## src/rtl/multicycle_cpu.sv

```systemverilog
// multicycle_cpu: four-cycle-per-instruction CPU (FETCH, DECODE, EXEC, WB) with a
// preloadable register file and a writable instruction memory.
// Instruction format {op[1:0], src1, src2, dest}, MSB first.
// Optional feature: define MULTICYCLE_CPU_MUL_EN to turn op 11 into MUL (low DATA_W
// bits of a*b). The default build keeps op 11 as OR, and no multiplier is built.
module multicycle_cpu #(
    parameter int DATA_W  = 8,
    parameter int REG_AW  = 2,
    parameter int IMEM_AW = 4,
    localparam int INST_W = 2 + 3 * REG_AW
) (
    input  logic               clk,
    input  logic               reset,
    input  logic               start,
    input  logic               imem_we,
    input  logic [IMEM_AW-1:0] imem_addr,
    input  logic [INST_W-1:0]  imem_wdata,
    input  logic               rf_we,
    input  logic [REG_AW-1:0]  rf_addr,
    input  logic [DATA_W-1:0]  rf_wdata,
    output logic [INST_W-1:0]  inst_out,
    output logic [DATA_W-1:0]  result_out,
    output logic [IMEM_AW-1:0] pc_out,
    output logic               busy,
    output logic               halted,
    output logic               retire
);

    localparam int RF_DEPTH   = 1 << REG_AW;
    localparam int IMEM_DEPTH = 1 << IMEM_AW;
    localparam logic [IMEM_AW-1:0] PC_LAST = '1;

    typedef enum logic [2:0] {
        S_IDLE,
        S_FETCH,
        S_DECODE,
        S_EXEC,
        S_WB,
        S_HALT
    } state_t;

    state_t               state_q, state_d;
    logic [IMEM_AW-1:0]   pc_q, pc_d;
    logic [INST_W-1:0]    inst_q;
    logic [DATA_W-1:0]    a_q, b_q, alu_q, result_q;
    logic [DATA_W-1:0]    rf_q   [RF_DEPTH];
    logic [INST_W-1:0]    imem_q [IMEM_DEPTH];
    logic                 idle_like;

    logic [1:0]           op;
    logic [REG_AW-1:0]    src1, src2, dest;

    assign op   = inst_q[INST_W-1 -: 2];
    assign src1 = inst_q[3*REG_AW-1 -: REG_AW];
    assign src2 = inst_q[2*REG_AW-1 -: REG_AW];
    assign dest = inst_q[REG_AW-1:0];

    // ALU: every result wraps modulo 2**DATA_W; no carry or borrow is kept.
    function automatic logic [DATA_W-1:0] alu_f(input logic [1:0]        op_f,
                                                input logic [DATA_W-1:0] x,
                                                input logic [DATA_W-1:0] y);
        logic [DATA_W-1:0] r;
        case (op_f)
            2'b00:   r = x + y;
            2'b01:   r = x - y;
            2'b10:   r = x & y;
`ifdef MULTICYCLE_CPU_MUL_EN
            default: r = x * y;
`else
            default: r = x | y;
`endif
        endcase
        return r;
    endfunction

    // State and program-counter register.
    always_ff @(posedge clk) begin
        if (reset) begin
            state_q <= S_IDLE;
            pc_q    <= '0;
        end else begin
            state_q <= state_d;
            pc_q    <= pc_d;
        end
    end

    // Next-state logic, pc sequencing and status outputs.
    always_comb begin
        state_d   = state_q;
        pc_d      = pc_q;
        idle_like = 1'b0;
        busy      = 1'b0;
        halted    = 1'b0;
        retire    = 1'b0;
        case (state_q)
            S_IDLE, S_HALT: begin
                idle_like = 1'b1;
                halted    = (state_q == S_HALT);
                if (start) begin
                    state_d = S_FETCH;
                    pc_d    = '0;
                end
            end
            S_FETCH: begin
                busy    = 1'b1;
                state_d = S_DECODE;
            end
            S_DECODE: begin
                busy    = 1'b1;
                state_d = S_EXEC;
            end
            S_EXEC: begin
                busy    = 1'b1;
                state_d = S_WB;
            end
            S_WB: begin
                busy   = 1'b1;
                retire = 1'b1;
                if (pc_q == PC_LAST) begin
                    state_d = S_HALT;
                end else begin
                    state_d = S_FETCH;
                    pc_d    = pc_q + IMEM_AW'(1);
                end
            end
            default: state_d = S_IDLE;
        endcase
    end

    // Datapath: instruction register, operand latches, ALU result and register file.
    // Operands are captured in DECODE, so a WB to src1/src2 only affects later instructions.
    always_ff @(posedge clk) begin
        if (reset) begin
            inst_q   <= '0;
            a_q      <= '0;
            b_q      <= '0;
            alu_q    <= '0;
            result_q <= '0;
            for (int i = 0; i < RF_DEPTH; i++) begin
                rf_q[i] <= '0;
            end
        end else begin
            if (state_q == S_FETCH) begin
                inst_q <= imem_q[pc_q];
            end
            if (state_q == S_DECODE) begin
                a_q <= rf_q[src1];
                b_q <= rf_q[src2];
            end
            if (state_q == S_EXEC) begin
                alu_q <= alu_f(op, a_q, b_q);
            end
            if (state_q == S_WB) begin
                rf_q[dest] <= alu_q;
                result_q   <= alu_q;
            end else if (rf_we && idle_like) begin
                rf_q[rf_addr] <= rf_wdata;
            end
        end
    end

    // Instruction memory write port; contents deliberately survive reset.
    always_ff @(posedge clk) begin
        if (!reset && imem_we && idle_like) begin
            imem_q[imem_addr] <= imem_wdata;
        end
    end

    assign inst_out   = inst_q;
    assign result_out = result_q;
    assign pc_out     = pc_q;

endmodule

```

## config.mk

```make
export PLATFORM = sky130hd
export DESIGN_NAME = multicycle_cpu
export DESIGN_NICKNAME = d
export VERILOG_FILES = /design/src/rtl/multicycle_cpu.sv
export SDC_FILE = /design/constraint.sdc
export NUM_CORES = 1
export LEC_CHECK = 0
export ABC_AREA = 1
export CAP_MARGIN = 20
export CORE_ASPECT_RATIO = 0.7
export CORE_MARGIN = 5
export CORE_UTILIZATION = 25
export CTS_CLUSTER_DIAMETER = 100
export DETAILED_ROUTE_END_ITERATION = 7
export GPL_ROUTABILITY_DRIVEN = 1
export PLACE_DENSITY = 0.49
export SYNTH_ARGS = -nofsm -noshare
export SYNTH_HDL_FRONTEND = slang
export SYNTH_SLANG_ARGS = --single-unit
```

## constraint.sdc

```tcl
create_clock -name clk -period 2.8 [get_ports clk]
set_input_delay 0.56 -clock clk [delete_from_list [all_inputs] [get_ports clk]]
set_output_delay 0.56 -clock clk [all_outputs]
set_load 0.03 [all_outputs]
```

---- Yosys cells after proc, flatten, opt, wreduce, memory -nomap -nowiden ----
Memory sizes are Yosys's and may differ from the RTL's. A register that Yosys moved wholly into a read port is not among the register bits.
Index checks and enable logic that the tools add are counted.
storage, ports and cells
  register bits after elaboration ......... 23
  bits in writable memories ............... 160
  input bits .............................. 27
  word-level logic and storage cells ...... 60
  memories kept ........................... 2
memories
  memory  depth  width  read ports  clocked after Yosys merged registers in  write ports  line  source
  imem_q  16     8      1           1                                        1            47    logic [INST_W-1:0] imem_q [IMEM_DEPTH];
  rf_q    4      8      2           2                                        4            46    logic [DATA_W-1:0] rf_q [RF_DEPTH];
cells by class
  $add $sub $neg .......................... 3
  eq/ne operators ......................... 10
  mux-type cells .......................... 27
  bitwise gates (word level) .............. 2
  reductions and logical operators ........ 12
operator list
  kind                 number
  $pmux 8 s3           1
  $mux 1               16
  $mux 8               2
  $reduce_or 8->1      2
  $pmux 3 s5           1
  $add 8x8->8          1
  $and 8x8->8          1
  $mux 4               2
  $or 8x8->8           1
  $pmux 4 s2           1
  $sub 8x8->8          1
  $eq 3x2->1 const B   2
  $eq 3x3->1 const B   2
  $mux 3               2
  $add 4x1->4 const B  1
  $eq 4x4->1 const B   1
  $mux 2               2
  $ne 2x2->1 const B   2
  $reduce_or 4->1      1
  $eq 3x1->1 const B   1
  $logic_and 1x1->1    3
  $logic_not 3->1      1
  $reduce_and 3->1     1
  $eq 2x1->1 const B   1
  5 further kinds      5

---- Depth between registers and ports, before layout ----
Gate-level depths: netlist of run 1.
  word-level depth ........................ 10
  gate-level depth with buffers ........... 18

---- Worst setup path before layout of run 1 ----
OpenSTA, ideal clock, no wires.
  path type ............................... register to register
  start ................................... register inst_q[7], in the netlist inst_out[7] (read register of imem_q)
  end ..................................... register alu_q[5]
  library setup time ...................... 0.070 ns
  arrival ................................. 2.337 ns
  required time ........................... 2.730 ns
  path slack .............................. 0.393 ns
  stages on the path, launching flop included .. 14
  path through ............................ dfxtp_1 -> buf_2 -> clkinv_1 -> nand2_1 -> nand2_1 -> xor2_1 -> ha_1 -> a21oi_1 -> nand2_1 -> a21oi_1 -> nor2_1 -> nor2_1 -> nand2_1 -> a21oi_1
on the way
  word-level cells in the longest chain between the ends .. 2
  elaborated cells on any way between the ends .. 4
RTL lines
  element                                   line  source
  start: declaration                        44    logic [INST_W-1:0] inst_q;
  $eq 2x2->1, or another cell as far along  63    case (op_f)
  $pmux 8 s3 *                              63
  end signal: assignment                    151   alu_q <= alu_f(op, a_q, b_q);
  end: declaration                          45    logic [DATA_W-1:0] a_q, b_q, alu_q, result_q;
Every way passes the cells marked *; elsewhere a longest branch is shown, timed or not.
A chain may end at the register's enable or synchronous reset.

---- Worst setup path in the final report of run 1 ----
  start ................................... register state_q[0]
  end ..................................... output port retire
on the way
  word-level cells in the longest chain between the ends .. 2
RTL lines
  element                   line  source
  start: declaration        42    state_t state_q, state_d;
  start signal: assignment  82    state_q <= state_d;
  $eq 3x3->1                95    case (state_q)
  $mux 1                    95
  end: declaration          26    output logic retire
Every way passes these cells.

==> results of run 1 <==
metrics by stage:
step	hold WS [ns]	setup slack, ns	total power, W
final	0.484	0.318	0.00762
after global routing	0.525	0.0582	0.00800
after CTS	0.492	0.292	0.00770
after detailed placement	0.476	0.306	0.00469
after global placement	0.479	0.343	0.00469
after floorplan	0.462	0.393	0.00429
cells in the final DEF, fill, tap and decap left out, drive strengths merged:
cell type,Yosys,routed
buf,11,42
fa,1,1
nor3,6,6
nand2,95,95
nand3,83,83
dfxtp,47,47
o21a,4,4
edfxtp,160,160
ha,11,11
o21ai,123,123
a31oi,4,4
clkdlybuf4s50,0,48
o21bai,1,1
clkinv,5,15
bufinv,0,2
xor2,6,6
inv,172,173
o31ai,2,2
a211oi,1,1
clkinvlp,0,2
o211ai,33,33
a21oi,94,94
o22ai,10,10
nor2,77,77
nand3b,2,2
nand4,2,2
or2,1,1
a311oi,1,1
clkbuf,37,27
metal layers:
metal / wire, microns / vias up
met5: 0 / -
met4: 399 / 0
met3: 1340 / 28
met2: 10700 / 171
met1: 13400 / 3308
li1: - / 3501
critical path, stage by stage (launching register included):
cell	delay, ns
dfxtp_1	0.31
inv_1	0.15
nand3_1	0.12
inv_1	0.15
clkdlybuf4s50_1	0.69
kinds of logic (layout without fill, tap and decap cells):
| group | count (synthesis) | in the layout | synth area share |
|---|---|---|---|
| xor+xnor | 6 | 6 | 0.00554 |
| compound gates | 273 | 273 | 0.158 |
| buf+inv | 225 | 309 | 0.0916 |
| flops | 207 | 207 | 0.606 |
| fa+ha+maj | 12 | 12 | 0.0166 |
| simple gates | 266 | 266 | 0.122 |
synthesized netlist by cell type (3+ instances only):
library cell	number
nand3_1	82
clkinv_1	5
a21oi_1	94
inv_2	3
a31oi_1	4
nor3_1	6
dfxtp_1	47
xor2_1	6
nor2_1	69
o211ai_1	33
clkbuf_1	37
o21ai_0	122
o22ai_1	9
o21a_1	4
nor2_2	8
nand2_1	93
inv_1	169
buf_2	7
edfxtp_1	160
ha_1	11
where the power goes:
part | switching, W | internal, W | leakage, nW
Combinational | 0.000774 | 0.000394 | 2.11
Clock | 0.00123 | 0.00177 | 0.374
Sequential | 0.0000671 | 0.00340 | 1.87
Total | 0.00207 | 0.00556 | 4.35
state kept, by name, indices dropped and copies added (netlist names):
signal      flops
b_q             8
state_q         3
rf_q           32
imem_q        128
pc_out          4
alu_q           8
result_out      8
a_q             8
inst_out        8
path summary, 6_finish.rpt:
kind	from	endpoint	slack (ns)	cells after the start
max	state_q[0]$_SDFFE_PP0P_	retire	0.32	4
min	result_out[1]$_SDFFE_PP0P_	result_out[1]$_SDFFE_PP0P_	0.48	2
max reg2reg	b_q[1]$_SDFFE_PP0P_	alu_q[7]$_SDFFE_PP0P_	0.36	18
min reg2reg	result_out[1]$_SDFFE_PP0P_	result_out[1]$_SDFFE_PP0P_	0.48	2
layout make-up:
| type | count | area (sq um) | area share |
|---|---|---|---|
| Inverter | 177 | 664 | 0.0580 |
| Clock inverter | 15 | 131 | 0.0115 |
| Sequential cell | 207 | 5750 | 0.502 |
| Tap cell | 488 | 611 | 0.0533 |
| Clock buffer | 27 | 621 | 0.0542 |
| Multi-Input combinational cell | 557 | 2870 | 0.251 |
| Timing Repair Buffer | 90 | 808 | 0.0706 |
==> results.sh, run 1 <==
export IMPL_synth_edf_count=160
export IMPL_synth_cell_types=34
export IMPL_synth_fp_nets=1028
export IMPL_dpl_instance_area_sq_um=10700
export IMPL_finalSetupTns_ns=0
export IMPL_cap_viol_max_count=0
export IMPL_post_route_util=0.307
export IMPL_max_vdd_ir_drop_mv=0.373
export IMPL_core_sq_um=37300
export IMPL_wl_per_cell_microns=16.6
export IMPL_grt_max_degree=79
export IMPL_drtIter0Drc=713
export IMPL_worstHoldPathType="reg2reg"
export IMPL_ys_top_cells_by_area="edfxtp_1 (51%), dfxtp_1 (9.9%), inv_1 (6.7%)"
export IMPL_synth_avg_cell_area_sq_um=9.58
export IMPL_met3_usage=0.0177
export IMPL_layout_drive_gt1_share=0.0932
export IMPL_cts_tree="built"
export IMPL_syn_area_sq_um=9480
export IMPL_path_clk_slew_ns=0.06
export IMPL_cp_required_ns=2.24
export IMPL_synthArstFlopShare=0
export IMPL_fill_cells=3768
export IMPL_gp_congestion=0.856
export IMPL_grt_overflow_total=0
export IMPL_synth_top_flop_cell="edfxtp_1"
export IMPL_drt_first_pass_iters=5
export IMPL_antenna_found_initial=1
export IMPL_drt_total_wl_mm=25.9
export IMPL_grt_pass1_wl_mm=40.1
export IMPL_leakagePower_nw=4.35
export IMPL_cp_arrival_ns=1.92
export IMPL_synthCells=989
export IMPL_fp_row_count=59
export IMPL_crit_type="reg2out"
export IMPL_synth_largest_area_cell="edfxtp_1"
export IMPL_endpoint_kind="output port"
export IMPL_rsz0062_at_grt="false"
export IMPL_fin_crit_sh=0.887
export IMPL_cts_hold_buf=0
export IMPL_hold_viol=0
export IMPL_initial_utilization=0.254
export IMPL_cts_root_buffer="clkbuf_16"
export IMPL_synth_warning_count=0
export IMPL_ys_ff_latch=207
export IMPL_clock_path_buffers=3
export IMPL_num_vias=7008
export IMPL_grtUsageMet2=0.175
export IMPL_synthDominantCellAreaShare=0.507
export IMPL_cp_max_fo=6
export IMPL_synthToLayoutAreaGrowth_pct=20.9
export IMPL_fp_dieH_microns=173
export IMPL_io_pins=50
export IMPL_outcome="finished clean"
export IMPL_clock_sinks=207
export IMPL_stdcell_area_sq_um=11500
export IMPL_grt_pass1_vias=6497
export IMPL_fmax_ghz=0.403
export IMPL_setup_viol=0
export IMPL_dieArea_sq_um=42000
export IMPL_ant_nets=0
export IMPL_worstMarginPinSlew_ns=0.762
export IMPL_fp_dieW_microns=243
export IMPL_clock_latency_ns=0.51
export IMPL_placed_cells=1519
export IMPL_grt_busiest_layer="met1"
export IMPL_cts_resized=0
export IMPL_layout_cells_non_filler=1561
export IMPL_via_per_inst=4.49
export IMPL_cts_setup_buffers=0
export IMPL_fin_crit_ns=2.48
export IMPL_yosysSeqAreaShare=0.606
export IMPL_numCtsBuffers=23
export IMPL_grt_use_total=0.120
export IMPL_crit_path_start_kind="flip-flop"
export IMPL_skew_ns=0.0181
export IMPL_relSlewSlack=0.490
export IMPL_drcViolationCount=0
export IMPL_portBuffers=49
export IMPL_grtUsageMet1=0.190
export IMPL_dp_hpwl_mm=18.2
export IMPL_power_density_nw_per_um2=666
export IMPL_h_tree_depth=1
export IMPL_antennaDiodeCount=0
export IMPL_fin_nets=1095
export IMPL_drv_slew=0
Power figures use the tool's default switching activity.
==> run 2: changes to the inputs <==
Settings changed: ABC_AREA 1 to unset, GPL_TIMING_DRIVEN set to 0.
==> run 2 against run 1 <==
Worst hold slack improved by 0.0019 ns. Die area decreased by 4.4%. Register-to-register slack got worse by 0.12 ns. Core utilization decreased by 0.21 points. Critical path type is now in2reg.
==> results.sh, run 2 <==
export IMPL_grt_pass1_wl_mm=34.4
export IMPL_pre_cts_ws_ns=-0.390
export IMPL_via_per_inst=4.52
export IMPL_relSlewSlack=0.403
export IMPL_drtIter0Drc=387
export IMPL_outcome="finished clean"
export IMPL_mostFrequentLayoutCells="edfxtp_1 (160), nor2_1 (53), a21oi_1 (49), dfxtp_1 (46), clkdlybuf4s50_1 (46)"
export IMPL_top_regs="imem_q (128), rf_q (32)"
export IMPL_worstMarginPinSlew_ns=0.893
export IMPL_clock_path_buffers=3
export IMPL_hold_viol=0
export IMPL_skew_ns=0.00785
export IMPL_drcViolationCount=0
export IMPL_fp_row_count=58
export IMPL_numCtsBuffers=23
export IMPL_drt_total_wl_mm=22.8
export IMPL_synth_fp_nets=654
export IMPL_timing_rr_end="alu_q[7]$_SDFFE_PP0P_"
export IMPL_num_vias=5391
export IMPL_portBuffers=49
export IMPL_syn_area_sq_um=9040
export IMPL_layout_drive_gt1_share=0.143
export IMPL_final_common_cell="edfxtp_1"
export IMPL_max_vdd_ir_drop_mv=0.378
export IMPL_seq_power_share=0.485
export IMPL_ant_nets=0
export IMPL_cts_tree="built"
export IMPL_clock_latency_ns=0.51
export IMPL_yosysSeqAreaShare=0.636
export IMPL_grt_pass1_vias=5399
export IMPL_cts_root_buffer="clkbuf_16"
export IMPL_grt_max_degree=17
export IMPL_fin_crit_sh=0.921
export IMPL_crit_end="imem_q[1][3]$_DFFE_PP_"
export IMPL_leakagePower_nw=3.51
export IMPL_startpoint="reset"
export IMPL_synth_most_common_cell="edfxtp_1"
export IMPL_fp_dieH_microns=169
export IMPL_worstRegToRegCells=11
export IMPL_ys_ff_latch=207
export IMPL_synthCells=615
export IMPL_switching_share=0.232
export IMPL_synth_edf_count=160
export IMPL_rsz0062_at_grt="false"
export IMPL_synthToLayoutAreaGrowth_pct=20.8
export IMPL_cp_arrival_ns=2.70
export IMPL_grt_use_total=0.112
export IMPL_path_clk_slew_ns=0.06
export IMPL_h_tree_depth=1
export IMPL_stdcell_area_sq_um=10900
export IMPL_initial_utilization=0.253
export IMPL_synthArstFlopShare=0
export IMPL_io_pins=50
export IMPL_crit_path_start_kind="input port"
export IMPL_synth_largest_area_cell="edfxtp_1"
export IMPL_cap_viol_max_count=0
export IMPL_cp_max_fo=8
export IMPL_p_comb_frac=0.096
export IMPL_synth_avg_cell_area_sq_um=14.7
export IMPL_drt_first_pass_iters=5
export IMPL_dieArea_sq_um=40100
export IMPL_synth_top_flop_cell="edfxtp_1"
export IMPL_internal_power_w=0.00546
export IMPL_fmax_ghz=0.388
export IMPL_synthDominantCellAreaShare=0.532
export IMPL_reg2reg_slack_ns=0.24
export IMPL_regMostFlops="imem_q"
export IMPL_clkPwrFrac=0.419
export IMPL_core_sq_um=35800
export IMPL_synth_cell_types=51
export IMPL_r2r_start="b_q[1]$_SDFFE_PP0P_"
export IMPL_wl_per_cell_microns=19.1
export IMPL_fp_dieW_microns=237
export IMPL_synth_commonest_cells="edfxtp_1 (160), nor2_1 (53), a21oi_1 (49)"
export IMPL_dp_hpwl_mm=16.4
export IMPL_gp_congestion=0.763
export IMPL_antenna_found_initial=1
export IMPL_setup_viol=0
export IMPL_switchingPower_w=0.00165
export IMPL_cp_required_ns=2.93
export IMPL_fin_nets=734
export IMPL_grt_overflow_total=0
export IMPL_synth_warning_count=0
export IMPL_fin_crit_ns=2.58
export IMPL_worstHoldPathType="reg2reg"
export IMPL_crit_type="in2reg"
export IMPL_power_density_nw_per_um2=651
export IMPL_ys_top_cells_by_area="edfxtp_1 (53%), dfxtp_1 (10%), mux4_2 (8.0%)"
export IMPL_drv_slew=0
export IMPL_worst_slack_ns=0.223
export IMPL_largest_reg_flops=128
export IMPL_clock_sinks=207
export IMPL_endpoint_kind="flip-flop"
export IMPL_cts_hold_buf=0
export IMPL_dpl_instance_area_sq_um=10200
==> run 2: cell count changes after synthesis, moves of 21 or more <==
| cell | change |
|---|---|
| o211ai_1 | -32 |
| a21oi_1 | -45 |
| nand2_1 | -48 |
| o21ai_0 | -108 |
| clkbuf_1 | -21 |
| nand3_1 | -79 |
| inv_1 | -161 |
| mux4_2 | +32 |
==> run 2: layer usage <==
layer | global-route usage | up-vias | wire length, microns
li1 | - | 2545 | -
met1 | 0.171 | 2695 | 11600
met2 | 0.167 | 108 | 9730
met3 | 0.0200 | 41 | 989
met4 | 0.0263 | 2 | 485
met5 | 0 | - | 8
==> run 2: metrics by stage <==
stage	std cells	total power, W	hold WS (ns)	util	setup TNS [ns]
global placement	1144	0.00420	0.476	0.283	-34.67
finish	1194	0.00711	0.486	0.305	0
detailed placement	1149	0.00420	0.481	0.284	-20.91
global route	1192	0.00742	0.513	0.305	0
CTS	1192	0.00720	0.489	0.305	0
floorplan	615	0.00395	0.454	-	0
==> run 2: how the worst min path moves through the flow <==
stage | slack, ns | to | from | cells past startpoint
detailed placement | 0.48 | a_q[3]$_SDFFE_PP0P_ | a_q[3]$_SDFFE_PP0P_ | 2
floorplan | 0.45 | a_q[0]$_SDFFE_PP0P_ | a_q[0]$_SDFFE_PP0P_ | 2
global route | 0.51 | b_q[7]$_SDFFE_PP0P_ | b_q[7]$_SDFFE_PP0P_ | 2
CTS | 0.49 | b_q[7]$_SDFFE_PP0P_ | b_q[7]$_SDFFE_PP0P_ | 2
finish | 0.49 | b_q[7]$_SDFFE_PP0P_ | b_q[7]$_SDFFE_PP0P_ | 2
global placement | 0.48 | a_q[3]$_SDFFE_PP0P_ | a_q[3]$_SDFFE_PP0P_ | 2
==> run 2: power groups by stage <==
stage	clock (W)	sequential, W	combinational, W
after global placement	0	0.00351	0.000686
final	0.00298	0.00345	0.000684
after detailed placement	0	0.00351	0.000690
after CTS	0.00306	0.00345	0.000691
after global routing	0.00320	0.00345	0.000762
after floorplan	0	0.00350	0.000453
==> run 2: kinds of logic (layout without fill, tap and decap cells) <==
kind of cell	Yosys count	count (layout)	share of synthesized area
AOI/OAI and AO/OA	105	105	0.0716
xor gates and xnor gates	15	15	0.0145
adders and majority gates	17	17	0.0230
buffers and inverters	41	138	0.0224
DFF	207	207	0.636
muxes	59	59	0.139
other	0	2	0
and+or+nand+nor	171	171	0.0940
==> run 2: layout make-up <==
| cell class | count | area, sq um |
|---|---|---|
| fill | 3554 | 24900 |
| clock inverter | 16 | 161 |
| sequential | 207 | 5750 |
| inverter | 8 | 30.0 |
| tap | 480 | 601 |
| clock buffer | 26 | 587 |
| multi-input combinational | 367 | 3090 |
| timing repair buffer | 55 | 524 |
| antenna | 2 | 5.00 |
| buffer | 33 | 174 |
==> run 2: timing repair <==
item	4_1_cts	5_1_grt
setup endpoints to repair	3	2
pin swaps	1	0
gates resized for setup	3	3
setup buffers	1	0
==> run 2: worst max-delay path: stages <==
cell and delay (ns):
clkdlybuf4s50_1 0.58, nor3_4 0.37, nand2_1 0.11, or3_1 0.38, nor2_1 0.70
==> run 3: changes to the inputs <==
Settings changed: CAP_MARGIN 20 to unset.
Clock period 2.8 ns to 2.7 ns, I/O delays scaled along.
==> run 3 against run 2 <==
Total power is 4.1% higher. Sequential power is 4% higher. Worst hold slack better by 0.0018 ns. Critical endpoint is now imem_q[0][0]$_DFFE_PP_. Highest routed layer unchanged.
==> results.sh, run 3 (synthesis gave the netlist of run 2 again) <==
export IMPL_core_sq_um=35800
export IMPL_via_per_inst=4.49
export IMPL_crit_end="imem_q[0][0]$_DFFE_PP_"
export IMPL_routedLengthMet1_mm=11.6
export IMPL_r2r_start="b_q[0]$_SDFFE_PP0P_"
export IMPL_drcViolationCount=0
export IMPL_fp_dieW_microns=237
export IMPL_worstMarginPinSlew_ns=1.19
export IMPL_crit_chain="clkdlybuf4s50_1 -> nor3_4 -> nand2_1 -> or3_1 -> nor3_2"
export IMPL_cp_slowest_cell="nor3_2"
export IMPL_num_vias=5330
export IMPL_layout_drive_gt1_share=0.153
export IMPL_placed_cells=1145
export IMPL_drtIter0Drc=323
export IMPL_initial_utilization=0.253
export IMPL_fp_dieH_microns=169
export IMPL_worstRegToRegCells=10
export IMPL_setup_viol=0
export IMPL_gp_congestion=0.763
export IMPL_cts_tree="built"
export IMPL_crit_path_start_kind="input port"
export IMPL_io_pins=50
export IMPL_outcome="finished clean"
export IMPL_fp_row_count=58
export IMPL_startpoint="reset"
export IMPL_ant_nets=0
export IMPL_endpoint_kind="flip-flop"
export IMPL_met2_length_mm=9.83
export IMPL_cts_root_buffer="clkbuf_16"
export IMPL_hold_viol=0
export IMPL_synthToLayoutAreaGrowth_pct=21.0
export IMPL_cp_required_ns=2.83
export IMPL_grt_overflow_total=0
export IMPL_portBuffers=49
export IMPL_layout_cells_non_filler=1188
export IMPL_antenna_found_initial=2
export IMPL_grt_max_degree=17
export IMPL_dpl_instance_area_sq_um=10100
export IMPL_holdWs_ns=0.488
export IMPL_cp_arrival_ns=2.70
export IMPL_antennaDiodeCount=0
export IMPL_skew_ns=0.0114
export IMPL_largest_reg_flops=128
export IMPL_relSlewSlack=0.203
export IMPL_finalSetupTns_ns=0
export IMPL_drv_slew=0
export IMPL_rsz0062_at_grt="false"
export IMPL_top_regs="imem_q (128), rf_q (32)"
export IMPL_mostFrequentLayoutCells="edfxtp_1 (160), nor2_1 (51), a21oi_1 (48), clkdlybuf4s50_1 (46), nand2_1 (45)"
export IMPL_dieArea_sq_um=40100
export IMPL_fin_nets=731
export IMPL_grt_pass1_vias=5390
export IMPL_leakagePower_nw=3.51
export IMPL_fin_crit_ns=2.57
export IMPL_clock_sinks=207
export IMPL_pre_cts_ws_ns=-0.825
export IMPL_wl_met3_microns=941
export IMPL_drt_first_pass_iters=4
export IMPL_timing_rr_end="alu_q[4]$_SDFFE_PP0P_"
export IMPL_fin_crit_sh=0.951
export IMPL_max_vdd_ir_drop_mv=0.397
export IMPL_numCtsBuffers=24
export IMPL_dr_max_layer_used="met5"
export IMPL_crit_type="in2reg"
export IMPL_drt_total_wl_mm=22.9
export IMPL_cap_viol_max_count=0
export IMPL_grt_use_total=0.113
export IMPL_final_common_cell="edfxtp_1"
export IMPL_worstHoldPathType="reg2reg"
export IMPL_worst_slack_ns=0.133
export IMPL_path_clk_slew_ns=0.05
export IMPL_fmax_ghz=0.390
export IMPL_stdcell_area_sq_um=10900
export IMPL_cpPeakStageDelay_ns=0.65
export IMPL_wl_per_cell_microns=19.2
export IMPL_clock_path_buffers=3
export IMPL_grt_pass1_wl_mm=34.4
export IMPL_h_tree_depth=1
export IMPL_dp_hpwl_mm=16.3
export IMPL_cp_max_fo=8
export IMPL_clock_latency_ns=0.51
export IMPL_power_density_nw_per_um2=677
export IMPL_regMostFlops="imem_q"
export IMPL_reg2reg_slack_ns=0.19
[run 3: worst min path at each step]
stage	startpoint	cells after the start	end	slack [ns]
2_1_floorplan	a_q[0]$_SDFFE_PP0P_	2	a_q[0]$_SDFFE_PP0P_	0.45
3_3_place_gp	a_q[3]$_SDFFE_PP0P_	2	a_q[3]$_SDFFE_PP0P_	0.48
3_5_place_dp	b_q[7]$_SDFFE_PP0P_	2	b_q[7]$_SDFFE_PP0P_	0.48
4_1_cts	b_q[7]$_SDFFE_PP0P_	2	b_q[7]$_SDFFE_PP0P_	0.49
5_1_grt	b_q[7]$_SDFFE_PP0P_	2	b_q[7]$_SDFFE_PP0P_	0.51
6_report	b_q[7]$_SDFFE_PP0P_	2	b_q[7]$_SDFFE_PP0P_	0.49
[run 3: worst max-delay path: cells and delay by family]
kind / cells / cell delay (ns)
buffers and inverters: 1 / 0.60
AND/OR/NAND/NOR: 4 / 1.55
[run 3: metal layers]
layer	GRT usage	up-vias
li1	-	2533
met1	0.171	2660
met2	0.168	103
met3	0.0207	30
met4	0.0271	4
met5	0	-
[run 3: final cells by class]
class	count	area, sq um
Buffer	33	174
Sequential cell	207	5750
Clock buffer	29	641
Clock inverter	13	116
Multi-Input combinational cell	367	3120
Tap cell	480	601
Inverter	8	30.0
Fill cell	3531	24800
Timing Repair Buffer	51	502
[run 3: repair_timing]
| action | 4_1_cts | 5_1_grt |
|---|---|---|
| pin swaps | 1 | 0 |
| gates cloned | 0 | 0 |
| setup endpoints to repair | 27 | 17 |
| gates resized for setup | 6 | 9 |
| buffers inserted | 1 | 0 |
| hold buffers | 0 | 0 |
[run 3: stage by stage]
| stage | power (W) | utilization |
|---|---|---|
| 2_1_floorplan | 0.00410 | - |
| 3_3_place_gp | 0.00435 | 0.283 |
| 3_5_place_dp | 0.00435 | 0.283 |
| 4_1_cts | 0.00747 | 0.305 |
| 5_1_grt | 0.00772 | 0.306 |
| 6_report | 0.00740 | 0.306 |
[run 3: report_power, final]
group | switching (W) | internal (W) | leakage, nW
clock | 0.00123 | 0.00187 | 0.370
combinational | 0.000415 | 0.000303 | 1.27
sequential | 0.0000615 | 0.00351 | 1.87
